File: src/rtl/icache_l2_arb_pkg.sv
// Shared types and default widths for the icache L2 request arbiter.
// The optional watchdog is enabled with ICACHE_L2_ARB_TIMEOUT_EN.
package icache_l2_arb_pkg;

  localparam int unsigned PaddrWDef        = 40;
  localparam int unsigned LineWDef         = 256;
  localparam int unsigned NcAlignDef       = 3;
  localparam int unsigned TimeoutCyclesDef = 1024;

  typedef enum logic [1:0] {
    IDLE  = 2'd0,
    SEND  = 2'd1,
    WAIT  = 2'd2,
    DRAIN = 2'd3
  } arb_state_t;

  typedef enum logic {
    OWNER_MISS = 1'b0,
    OWNER_NC   = 1'b1
  } arb_owner_t;

  // Clears the low 'lsb' bits; callers cast the result back to their address width.
  function automatic logic [63:0] align_addr(input logic [63:0] addr, input int unsigned lsb);
    return addr & ~((64'd1 << lsb) - 64'd1);
  endfunction

endpackage

File: src/rtl/icache_l2_req_arbiter_if.sv
// Requester, L2 and response signals of the icache L2 request arbiter.
// timeout_o exists only when ICACHE_L2_ARB_TIMEOUT_EN is defined.
interface icache_l2_req_arbiter_if #(
  parameter int unsigned PADDR_W = 40,
  parameter int unsigned LINE_W  = 256
);
  logic               miss_req_valid_i;
  logic [PADDR_W-1:0] miss_req_paddr_i;
  logic               miss_req_ready_o;
  logic               nc_req_valid_i;
  logic [PADDR_W-1:0] nc_req_paddr_i;
  logic               nc_req_ready_o;
  logic               flush_i;
  logic               l2_req_valid_o;
  logic [PADDR_W-1:0] l2_req_paddr_o;
  logic               l2_req_nc_o;
  logic               l2_req_ready_i;
  logic               l2_resp_valid_i;
  logic [LINE_W-1:0]  l2_resp_data_i;
  logic               miss_resp_valid_o;
  logic               nc_resp_valid_o;
  logic [LINE_W-1:0]  resp_data_o;
  logic               busy_o;
`ifdef ICACHE_L2_ARB_TIMEOUT_EN
  logic               timeout_o;
`endif

  modport slave (
`ifdef ICACHE_L2_ARB_TIMEOUT_EN
    output timeout_o,
`endif
    input  miss_req_valid_i, miss_req_paddr_i, nc_req_valid_i, nc_req_paddr_i, flush_i,
    input  l2_req_ready_i, l2_resp_valid_i, l2_resp_data_i,
    output miss_req_ready_o, nc_req_ready_o, l2_req_valid_o, l2_req_paddr_o, l2_req_nc_o,
    output miss_resp_valid_o, nc_resp_valid_o, resp_data_o, busy_o
  );

  modport master (
`ifdef ICACHE_L2_ARB_TIMEOUT_EN
    input  timeout_o,
`endif
    output miss_req_valid_i, miss_req_paddr_i, nc_req_valid_i, nc_req_paddr_i, flush_i,
    output l2_req_ready_i, l2_resp_valid_i, l2_resp_data_i,
    input  miss_req_ready_o, nc_req_ready_o, l2_req_valid_o, l2_req_paddr_o, l2_req_nc_o,
    input  miss_resp_valid_o, nc_resp_valid_o, resp_data_o, busy_o
  );

endinterface

File: src/rtl/rr_arbiter_2.sv
// Two-requester round-robin arbiter; req/gnt bit 0 is the miss path, bit 1 the NC path.
// last_grant only moves when update_i confirms the grant was taken.
module rr_arbiter_2
  import icache_l2_arb_pkg::*;
(
  input  logic       clk_i,
  input  logic       rst_i,
  input  logic [1:0] req_i,
  input  logic       update_i,
  output logic [1:0] gnt_o
);

  arb_owner_t last_grant_q, last_grant_d;

  always_comb begin
    gnt_o = 2'b00;
    unique case (req_i)
      2'b01:   gnt_o = 2'b01;
      2'b10:   gnt_o = 2'b10;
      2'b11:   gnt_o = (last_grant_q == OWNER_NC) ? 2'b01 : 2'b10;
      default: gnt_o = 2'b00;
    endcase

    last_grant_d = last_grant_q;
    if (update_i && (gnt_o != 2'b00)) begin
      last_grant_d = gnt_o[1] ? OWNER_NC : OWNER_MISS;
    end
  end

  always_ff @(posedge clk_i) begin
    if (rst_i) begin
      last_grant_q <= OWNER_NC;
    end else begin
      last_grant_q <= last_grant_d;
    end
  end

endmodule

File: src/rtl/icache_l2_req_arbiter.sv
// Shares one L2 fetch channel between icache refills and non-cacheable fetches, one in flight.
// Define ICACHE_L2_ARB_TIMEOUT_EN to add the WAIT/DRAIN watchdog and timeout_o.
module icache_l2_req_arbiter
  import icache_l2_arb_pkg::*;
#(
  parameter int unsigned PADDR_W        = PaddrWDef,
  parameter int unsigned LINE_W         = LineWDef,
  parameter int unsigned NC_ALIGN       = NcAlignDef,
  parameter int unsigned TIMEOUT_CYCLES = TimeoutCyclesDef
) (
  input logic clk_i,
  input logic rst_i,
  icache_l2_req_arbiter_if.slave bus
);

  localparam int unsigned LineOffW = $clog2(LINE_W / 8);

  arb_state_t         state_q, state_d;
  arb_owner_t         owner_q, owner_d;
  logic [PADDR_W-1:0] paddr_q, paddr_d;
  logic               kill_q, kill_d;
  logic [LINE_W-1:0]  resp_data_q, resp_data_d;
  logic               miss_pulse_q, miss_pulse_d;
  logic               nc_pulse_q, nc_pulse_d;
  logic [1:0]         gnt;
  logic               accept;
  logic               kill_pend;

`ifdef ICACHE_L2_ARB_TIMEOUT_EN
  logic [15:0] cnt_q, cnt_d;
  logic        timeout_q, timeout_d;
`else
  logic unused_timeout_cycles;
  assign unused_timeout_cycles = ^TIMEOUT_CYCLES;
`endif

  rr_arbiter_2 u_rr (
    .clk_i    (clk_i),
    .rst_i    (rst_i),
    .req_i    ({bus.nc_req_valid_i, bus.miss_req_valid_i}),
    .update_i (accept),
    .gnt_o    (gnt)
  );

  assign accept = (state_q == IDLE) && !rst_i && !bus.flush_i &&
                  (bus.miss_req_valid_i || bus.nc_req_valid_i);
  // A flush seen in the same cycle counts as already pending.
  assign kill_pend = kill_q || bus.flush_i;

  always_comb begin
    state_d      = state_q;
    owner_d      = owner_q;
    paddr_d      = paddr_q;
    kill_d       = kill_q;
    resp_data_d  = resp_data_q;
    miss_pulse_d = 1'b0;
    nc_pulse_d   = 1'b0;

    unique case (state_q)
      IDLE: begin
        kill_d = 1'b0;
        if (accept) begin
          owner_d = gnt[1] ? OWNER_NC : OWNER_MISS;
          paddr_d = gnt[1] ? PADDR_W'(align_addr(64'(bus.nc_req_paddr_i), NC_ALIGN))
                           : PADDR_W'(align_addr(64'(bus.miss_req_paddr_i), LineOffW));
          state_d = SEND;
        end
      end
      SEND: begin
        if (bus.flush_i) kill_d = 1'b1;
        if (bus.l2_req_ready_i) state_d = kill_pend ? DRAIN : WAIT;
      end
      WAIT: begin
        if (bus.l2_resp_valid_i) begin
          state_d = IDLE;
          if (!kill_pend) begin
            resp_data_d  = bus.l2_resp_data_i;
            miss_pulse_d = (owner_q == OWNER_MISS);
            nc_pulse_d   = (owner_q == OWNER_NC);
          end
        end else if (kill_pend) begin
          kill_d  = 1'b1;
          state_d = DRAIN;
        end
      end
      DRAIN: begin
        if (bus.l2_resp_valid_i) state_d = IDLE;
      end
      default: state_d = IDLE;
    endcase

`ifdef ICACHE_L2_ARB_TIMEOUT_EN
    cnt_d     = cnt_q;
    timeout_d = 1'b0;
    if (state_d != state_q) begin
      cnt_d = 16'd0;
    end else if ((state_q == WAIT) || (state_q == DRAIN)) begin
      if (cnt_q == 16'(TIMEOUT_CYCLES - 1)) begin
        state_d   = IDLE;
        timeout_d = 1'b1;
        cnt_d     = 16'd0;
      end else begin
        cnt_d = cnt_q + 16'd1;
      end
    end
`endif
  end

  always_ff @(posedge clk_i) begin
    if (rst_i) begin
      state_q      <= IDLE;
      owner_q      <= OWNER_MISS;
      paddr_q      <= '0;
      kill_q       <= 1'b0;
      resp_data_q  <= '0;
      miss_pulse_q <= 1'b0;
      nc_pulse_q   <= 1'b0;
`ifdef ICACHE_L2_ARB_TIMEOUT_EN
      cnt_q        <= 16'd0;
      timeout_q    <= 1'b0;
`endif
    end else begin
      state_q      <= state_d;
      owner_q      <= owner_d;
      paddr_q      <= paddr_d;
      kill_q       <= kill_d;
      resp_data_q  <= resp_data_d;
      miss_pulse_q <= miss_pulse_d;
      nc_pulse_q   <= nc_pulse_d;
`ifdef ICACHE_L2_ARB_TIMEOUT_EN
      cnt_q        <= cnt_d;
      timeout_q    <= timeout_d;
`endif
    end
  end

  assign bus.miss_req_ready_o  = accept && gnt[0];
  assign bus.nc_req_ready_o    = accept && gnt[1];
  assign bus.l2_req_valid_o    = (state_q == SEND);
  assign bus.l2_req_paddr_o    = (state_q == SEND) ? paddr_q : '0;
  assign bus.l2_req_nc_o       = (state_q == SEND) && (owner_q == OWNER_NC);
  assign bus.miss_resp_valid_o = miss_pulse_q;
  assign bus.nc_resp_valid_o   = nc_pulse_q;
  assign bus.resp_data_o       = resp_data_q;
  assign bus.busy_o            = (state_q != IDLE);
`ifdef ICACHE_L2_ARB_TIMEOUT_EN
  assign bus.timeout_o         = timeout_q;
`endif

endmodule

File: src/flat_wrapper.sv
// flat-port wrapper written by rule: the top's interface ports become plain ports
module icache_l2_req_arbiter_flat import icache_l2_arb_pkg::*;
#(
  parameter int unsigned PADDR_W        = PaddrWDef,
  parameter int unsigned LINE_W         = LineWDef,
  parameter int unsigned NC_ALIGN       = NcAlignDef,
  parameter int unsigned TIMEOUT_CYCLES = TimeoutCyclesDef
)
  (clk_i, rst_i, bus_miss_req_valid_i, bus_miss_req_paddr_i, bus_nc_req_valid_i, bus_nc_req_paddr_i, bus_flush_i, bus_l2_req_ready_i, bus_l2_resp_valid_i, bus_l2_resp_data_i, bus_miss_req_ready_o, bus_nc_req_ready_o, bus_l2_req_valid_o, bus_l2_req_paddr_o, bus_l2_req_nc_o, bus_miss_resp_valid_o, bus_nc_resp_valid_o, bus_resp_data_o, bus_busy_o);
  icache_l2_req_arbiter_if #(.PADDR_W(PADDR_W), .LINE_W(LINE_W)) bus_i ();
  input logic clk_i;
  input logic rst_i;
  input wire logic [$bits(bus_i.miss_req_valid_i)-1:0] bus_miss_req_valid_i;
  input wire logic [$bits(bus_i.miss_req_paddr_i)-1:0] bus_miss_req_paddr_i;
  input wire logic [$bits(bus_i.nc_req_valid_i)-1:0] bus_nc_req_valid_i;
  input wire logic [$bits(bus_i.nc_req_paddr_i)-1:0] bus_nc_req_paddr_i;
  input wire logic [$bits(bus_i.flush_i)-1:0] bus_flush_i;
  input wire logic [$bits(bus_i.l2_req_ready_i)-1:0] bus_l2_req_ready_i;
  input wire logic [$bits(bus_i.l2_resp_valid_i)-1:0] bus_l2_resp_valid_i;
  input wire logic [$bits(bus_i.l2_resp_data_i)-1:0] bus_l2_resp_data_i;
  output wire logic [$bits(bus_i.miss_req_ready_o)-1:0] bus_miss_req_ready_o;
  output wire logic [$bits(bus_i.nc_req_ready_o)-1:0] bus_nc_req_ready_o;
  output wire logic [$bits(bus_i.l2_req_valid_o)-1:0] bus_l2_req_valid_o;
  output wire logic [$bits(bus_i.l2_req_paddr_o)-1:0] bus_l2_req_paddr_o;
  output wire logic [$bits(bus_i.l2_req_nc_o)-1:0] bus_l2_req_nc_o;
  output wire logic [$bits(bus_i.miss_resp_valid_o)-1:0] bus_miss_resp_valid_o;
  output wire logic [$bits(bus_i.nc_resp_valid_o)-1:0] bus_nc_resp_valid_o;
  output wire logic [$bits(bus_i.resp_data_o)-1:0] bus_resp_data_o;
  output wire logic [$bits(bus_i.busy_o)-1:0] bus_busy_o;
  assign bus_i.miss_req_valid_i = bus_miss_req_valid_i;
  assign bus_i.miss_req_paddr_i = bus_miss_req_paddr_i;
  assign bus_i.nc_req_valid_i = bus_nc_req_valid_i;
  assign bus_i.nc_req_paddr_i = bus_nc_req_paddr_i;
  assign bus_i.flush_i = bus_flush_i;
  assign bus_i.l2_req_ready_i = bus_l2_req_ready_i;
  assign bus_i.l2_resp_valid_i = bus_l2_resp_valid_i;
  assign bus_i.l2_resp_data_i = bus_l2_resp_data_i;
  assign bus_miss_req_ready_o = bus_i.miss_req_ready_o;
  assign bus_nc_req_ready_o = bus_i.nc_req_ready_o;
  assign bus_l2_req_valid_o = bus_i.l2_req_valid_o;
  assign bus_l2_req_paddr_o = bus_i.l2_req_paddr_o;
  assign bus_l2_req_nc_o = bus_i.l2_req_nc_o;
  assign bus_miss_resp_valid_o = bus_i.miss_resp_valid_o;
  assign bus_nc_resp_valid_o = bus_i.nc_resp_valid_o;
  assign bus_resp_data_o = bus_i.resp_data_o;
  assign bus_busy_o = bus_i.busy_o;
  icache_l2_req_arbiter #(.PADDR_W(PADDR_W), .LINE_W(LINE_W), .NC_ALIGN(NC_ALIGN), .TIMEOUT_CYCLES(TIMEOUT_CYCLES)) u_core (.clk_i(clk_i), .rst_i(rst_i), .bus(bus_i));
endmodule
File: config.mk
export PLATFORM = sky130hd
export DESIGN_NAME = icache_l2_req_arbiter_flat
export DESIGN_NICKNAME = d
export VERILOG_FILES = /design/src/rtl/icache_l2_arb_pkg.sv /design/src/rtl/icache_l2_req_arbiter_if.sv /design/src/rtl/rr_arbiter_2.sv /design/src/rtl/icache_l2_req_arbiter.sv /design/src/flat_wrapper.sv
export SDC_FILE = /design/constraint.sdc
export NUM_CORES = 1
export LEC_CHECK = 0
export CAP_MARGIN = 10
export CORE_AREA = 2 2 249 251
export CTS_CLUSTER_DIAMETER = 120
export DETAILED_ROUTE_END_ITERATION = 7
export DIE_AREA = 0 0 251 253
export GPL_ROUTABILITY_DRIVEN = 0
export MAX_ROUTING_LAYER = met4
export PLACE_DENSITY_LB_ADDON = 0.3
export SLEW_MARGIN = 0
export SYNTH_ARGS = -nofsm -noshare
export SYNTH_HDL_FRONTEND = slang
export SYNTH_SLANG_ARGS = --single-unit
export TNS_END_PERCENT = 1
File: constraint.sdc
create_clock -name clk_i -period 2.4 [get_ports clk_i]
set_input_delay 0.24 -clock clk_i [delete_from_list [all_inputs] [get_ports clk_i]]
set_output_delay 0.24 -clock clk_i [all_outputs]
set_load 0.05 [all_outputs]
-- Word-level counts from Yosys, hierarchy flattened
Index checks and enable logic that the tools add are counted.
- output and inout bits: 303
- input bits: 343
- logic and storage cells: 61
- register bits: 303
- bitwise logic cells: 4
- reduce and logical (&&, ||, !) cells: 20
- mux-type cells: 16
- equality and inequality tests: 13
- operator list (kind ; count):
    40-bit two-way mux ; 2
    2-bit two-way mux ; 6
    2-bit equality test (second input constant) ; 4
    2-bit inequality test (second input constant) ; 4
    2-bit one-hot mux with 4 select lines ; 1
    4-bit AND reduction ; 2
    1-bit logical AND ; 7
    2-bit one-hot mux with 3 select lines ; 1
    1-bit two-way mux ; 5
    2-bit by 1-bit equality test with 1-bit output (second input constant) ; 2
    2-bit by 1-bit inequality test with 1-bit output (second input constant) ; 2
    1-bit inverter ; 4
    2-bit nonzero test ; 2
    4-bit OR reduction ; 1
    3-bit by 2-bit inequality test with 1-bit output (second input constant) ; 1
    1-bit one-hot mux with 3 select lines ; 1
    3-bit AND reduction ; 1
    3-bit nonzero test ; 1
    1-bit logical NOT ; 2
    2-bit logical NOT ; 1
    1-bit logical OR ; 2
    2-bit AND reduction ; 1

-- Logic depth before layout (Yosys ltp)
- depth after elaboration: 6
- gate-level depth with buffers: 8
- depth with buffers taken out: 7

-- Cells and area by module
Synthesis repeated with hierarchy kept, for this count alone.
- cells, all modules: 1378
- area total of the unflattened synthesis: 11397.2 um^2
- by module, submodules not included (module ; instances ; area an instance (um^2) ; cells each):
    icache_l2_req_arbiter ; 1 ; 11335.9 ; 1371
    rr_arbiter_2 ; 1 ; 61.3 ; 7

-- Least setup slack after synthesis
OpenSTA, ideal clock, no wires.
- path type: register to output
- start: reg u_core.state_q[0]
- end: out bus_miss_req_ready_o
- slack: 0.090 ns
- data arrival time: 2.070 ns
- cell stages (with the launch flop): 6
- required time: 2.160 ns
- cells stage by stage: dfxtp_1 > inv_1 > ha_1 > inv_2 > or4_1 > nor2_1
- longest elaborated chain between the ends: 5
- RTL lines (what ; line ; text):
    start, declared ; icache_l2_req_arbiter.sv:18 ; arb_state_t state_q, state_d;
    start signal, assigned ; icache_l2_req_arbiter.sv:123 ; state_q <= state_d;
    2-bit logical NOT ; icache_l2_req_arbiter.sv:45 ; assign accept = (state_q == IDLE) && !rst_i && !bus.flush_i &&
    1-bit logical AND (3 in a row) ; icache_l2_req_arbiter.sv:45 ;
    1-bit logical AND ; icache_l2_req_arbiter.sv:137 ; assign bus.miss_req_ready_o = accept && gnt[0];
    end, declared ; flat_wrapper.sv:21 ; output wire logic [$bits(bus_i.miss_req_ready_o)-1:0] bus_miss_req_ready_o;
Every way passes these cells.

-- Final worst setup path
Ends and elaborated chain as after synthesis.

==> metrics.yaml <==
grt:
  overflow: 0
  antenna_found_initial: 3
  use_met2_pct: 22.5
  use_met3_pct: 3.62
  grt_pass1_vias: 11200
  grt.busiest_layer: "met2"
  use_met1_pct: 14.6
  grt_use_total_pct: 13.2
  grt_max_degree: 126
  grt_pass1_wl_microns: 63900
cells_and_area:
  instances_no_fill: 2791
  multi_input_comb_area_sq_um: 4750
  final_nets: 2322
  fillers: 6298
  drive_gt1_share_pct: 9.11
  area_growth_pct: 80.5
  seq_area_sq_um: 6010
routing:
  dr.pass1.iters: 4
  post_drt_wl_per_cell_microns: 15.4
  avgViaCountPerCell: 4.06
  drcViolationCount: 0
  wl_microns: 43000
  drtIter0Drc: 375
  vias: 11300
  drtAntennaViolNets: 0
setup_path:
  worstSetupEndpointType: "output port"
  cp.arrival_ps: 2040
  start_kind: "flop"
  critical_path.max_fanout: 5
  worstSetupPathType: "flop to output port"
  crit_path_start: "u_core.state_q[0]"
  r2r_start: "u_core.state_q[0]"
  r2r_cells: 7
  cp_data_required_time_ps: 2160
min_path:
  hold_path.class: "input port to flop"
  holdPathStages: 2
  worstHoldStart: "rst_i"
synth:
  synth_area_sq_um: 11200
  synth_cells: 1374
  yosysSeqAreaShare_pct: 53.5
  synthFlopType: "dfxtp_1"
  synth_warnings: 0
  ys_ff_latch: 300
  syn_avg_cell_area_sq_um: 8.17
  ys_types: 35
  async_reset_ff_share_pct: 0
  synth_edf_count: 0
job:
  drv_cap: 0
floorplanning:
  die_w_microns: 251
  ios: 646
  fp.coreArea_sq_um: 61000
  die_area_sq_um: 63500
  rows: 91
  initial_core_util_pct: 18.4
  die_h_microns: 253
placement:
  place_ws_ps: 240
  dp.cells: 2723
  numPortBuffers: 634
  dp_hpwl_microns: 31600
clock_tree:
  clock_path_buffers: 3
  clkTransAtPathRegs_ps: 60
  hold_buffers: 0
  numCtsBuffers: 38
  postCtsSetupBuffers: 0
  clk_latency_ps: 540
  cts_tree: "built"
  cts_htree_levels: 2
  cts_root_buf: "clkbuf_16"
  clock_sinks: 300
timing:
  finalCritPeriodShare_pct: 94.8
  slew_headroom_pct: 56.7
  finalClockSkew_ps: 16.2
  fmax_ghz: 0.439
  fin_crit_ps: 2280
  tightest_slew_ps: 649
  setup_ws_ps: 124
  setup_viol: 0
  finalHoldViolations: 0
  tns_ps: 0
  maxSlewViolCount: 0
  rsz0062_at_grt: "false"
power:
  powerDensity_nw_per_um2: 774
  vdd_ir_drop_max_v: 0.000428
  p_leak_nw: 6.88
outcome:
  status: "finished clean"
==> final timing paths <==
check | endpoint | slack [ps]
min | u_core.bus.resp_data_o[48] | 50
max reg2reg | u_core.bus.resp_data_o[189] | 580
max | bus_miss_req_ready_o | 120
min reg2reg | u_core.bus.resp_data_o[229] | 450
==> final cells by class <==
| cell class | instances | share of cell area (%) |
|---|---|---|
| multi-input combinational | 961 | 23.4 |
| clock buffer | 56 | 5.83 |
| clock inverter | 9 | 0.481 |
| antenna | 3 | 0.0370 |
| sequential | 300 | 29.6 |
| tap | 790 | 4.88 |
| timing repair buffer | 666 | 35.6 |
| inverter | 6 | 0.111 |
==> critical path, stage by stage, from the launching register on <==
cell,delay [ps]
dfxtp_2,340
inv_2,120
ha_4,160
inv_2,60
or4_4,550
nor2_4,130
buf_12,150
==> synthesized netlist by cell type, types with 2 or more instances <==
library cell / n / area, sq um
a21oi_1: 262 / 1310
nand2_1: 517 / 1940
nor3b_1: 2 / 15.0
inv_1: 5 / 18.8
nor2_1: 38 / 143
and2_1: 38 / 238
mux2i_1: 36 / 360
a211oi_2: 33 / 413
nand2b_1: 2 / 12.5
ha_1: 6 / 75.1
buf_1: 5 / 18.8
a31oi_1: 2 / 12.5
clkbuf_1: 58 / 218
o21ai_0: 2 / 10.0
nand3_1: 3 / 15.0
buf_6: 4 / 45.0
a211oi_1: 2 / 15.0
buf_2: 35 / 175
o21bai_1: 2 / 15.0
dfxtp_1: 300 / 6010
nor3_1: 2 / 10.0
buf_4: 7 / 52.6
==> cell usage in the layout, fill, tap and decap left out, types with 4 or more instances in the layout <==
| cell | synthesis | routed |
|---|---|---|
| buf_12 | 0 | 58 |
| mux2i_1 | 36 | 36 |
| clkbuf_8 | 0 | 10 |
| nor2_1 | 38 | 37 |
| and2_1 | 38 | 38 |
| buf_4 | 7 | 16 |
| a211oi_2 | 33 | 33 |
| nand2_1 | 517 | 517 |
| ha_1 | 6 | 4 |
| clkbuf_16 | 0 | 41 |
| clkbuf_1 | 58 | 5 |
| clkinv_2 | 0 | 6 |
| dfxtp_1 | 300 | 298 |
| clkdlybuf4s50_1 | 0 | 591 |
| a21oi_1 | 262 | 261 |
==> routing by layer <==
layer  part of all wire [%]  vias to the layer above
met5                      0                        -
met4                    3.3                        0
met3                    6.8                       84
met2                     49                      405
met1                     41                     5172
li1                       -                     5666
==> report_power, final <==
| group | total [W] | switching, W | leakage [nW] | internal (W) |
|---|---|---|---|---|
| clock | 0.00583 | 0.00223 | 0.635 | 0.00360 |
| combinational | 0.00426 | 0.00253 | 3.82 | 0.00173 |
| sequential | 0.00560 | 0.000222 | 2.43 | 0.00538 |
==> cells by family after synthesis <==
group                      share of synthesized area (%)
and+or+nand+nor                                     21.7
AOI/OAI and AO/OA                                   16.1
DFF                                                 53.5
buffers and inverters                               4.73
muxes                                               3.21
adders and majority gates                          0.668
other                                             0.0334
==> flip-flops by register name (all words and copies together) (netlist names) <==
name,count
u_core.state_q,2
u_core.paddr_q,37
u_core.bus.miss_resp_valid_o,1
u_core.bus.nc_resp_valid_o,1
u_core.kill_q,1
u_core.u_rr.last_grant_q,1
u_core.owner_q,1
u_core.bus.resp_data_o,256
==> repair_timing <==
item / CTS / global route
gates resized for setup: 8 / 2
cloned: 0 / 0
endpoints found under the setup margin: 31 / 1
pin swaps: 1 / 0
hold endpoints to repair: 0 / 0
==> per-stage QoR <==
step	util [%]	hold slack, ps	cell area, sq um	power [W]
after global routing	33.2	58.1	20300	0.0164
after floorplan	-	376	11200	0.00811
after detailed placement	31.1	446	19000	0.00997
final	33.2	49.8	20300	0.0157
after CTS	33.2	20.4	20300	0.0160
after global placement	31.1	441	19000	0.00992
Power figures use the tool's default switching activity.
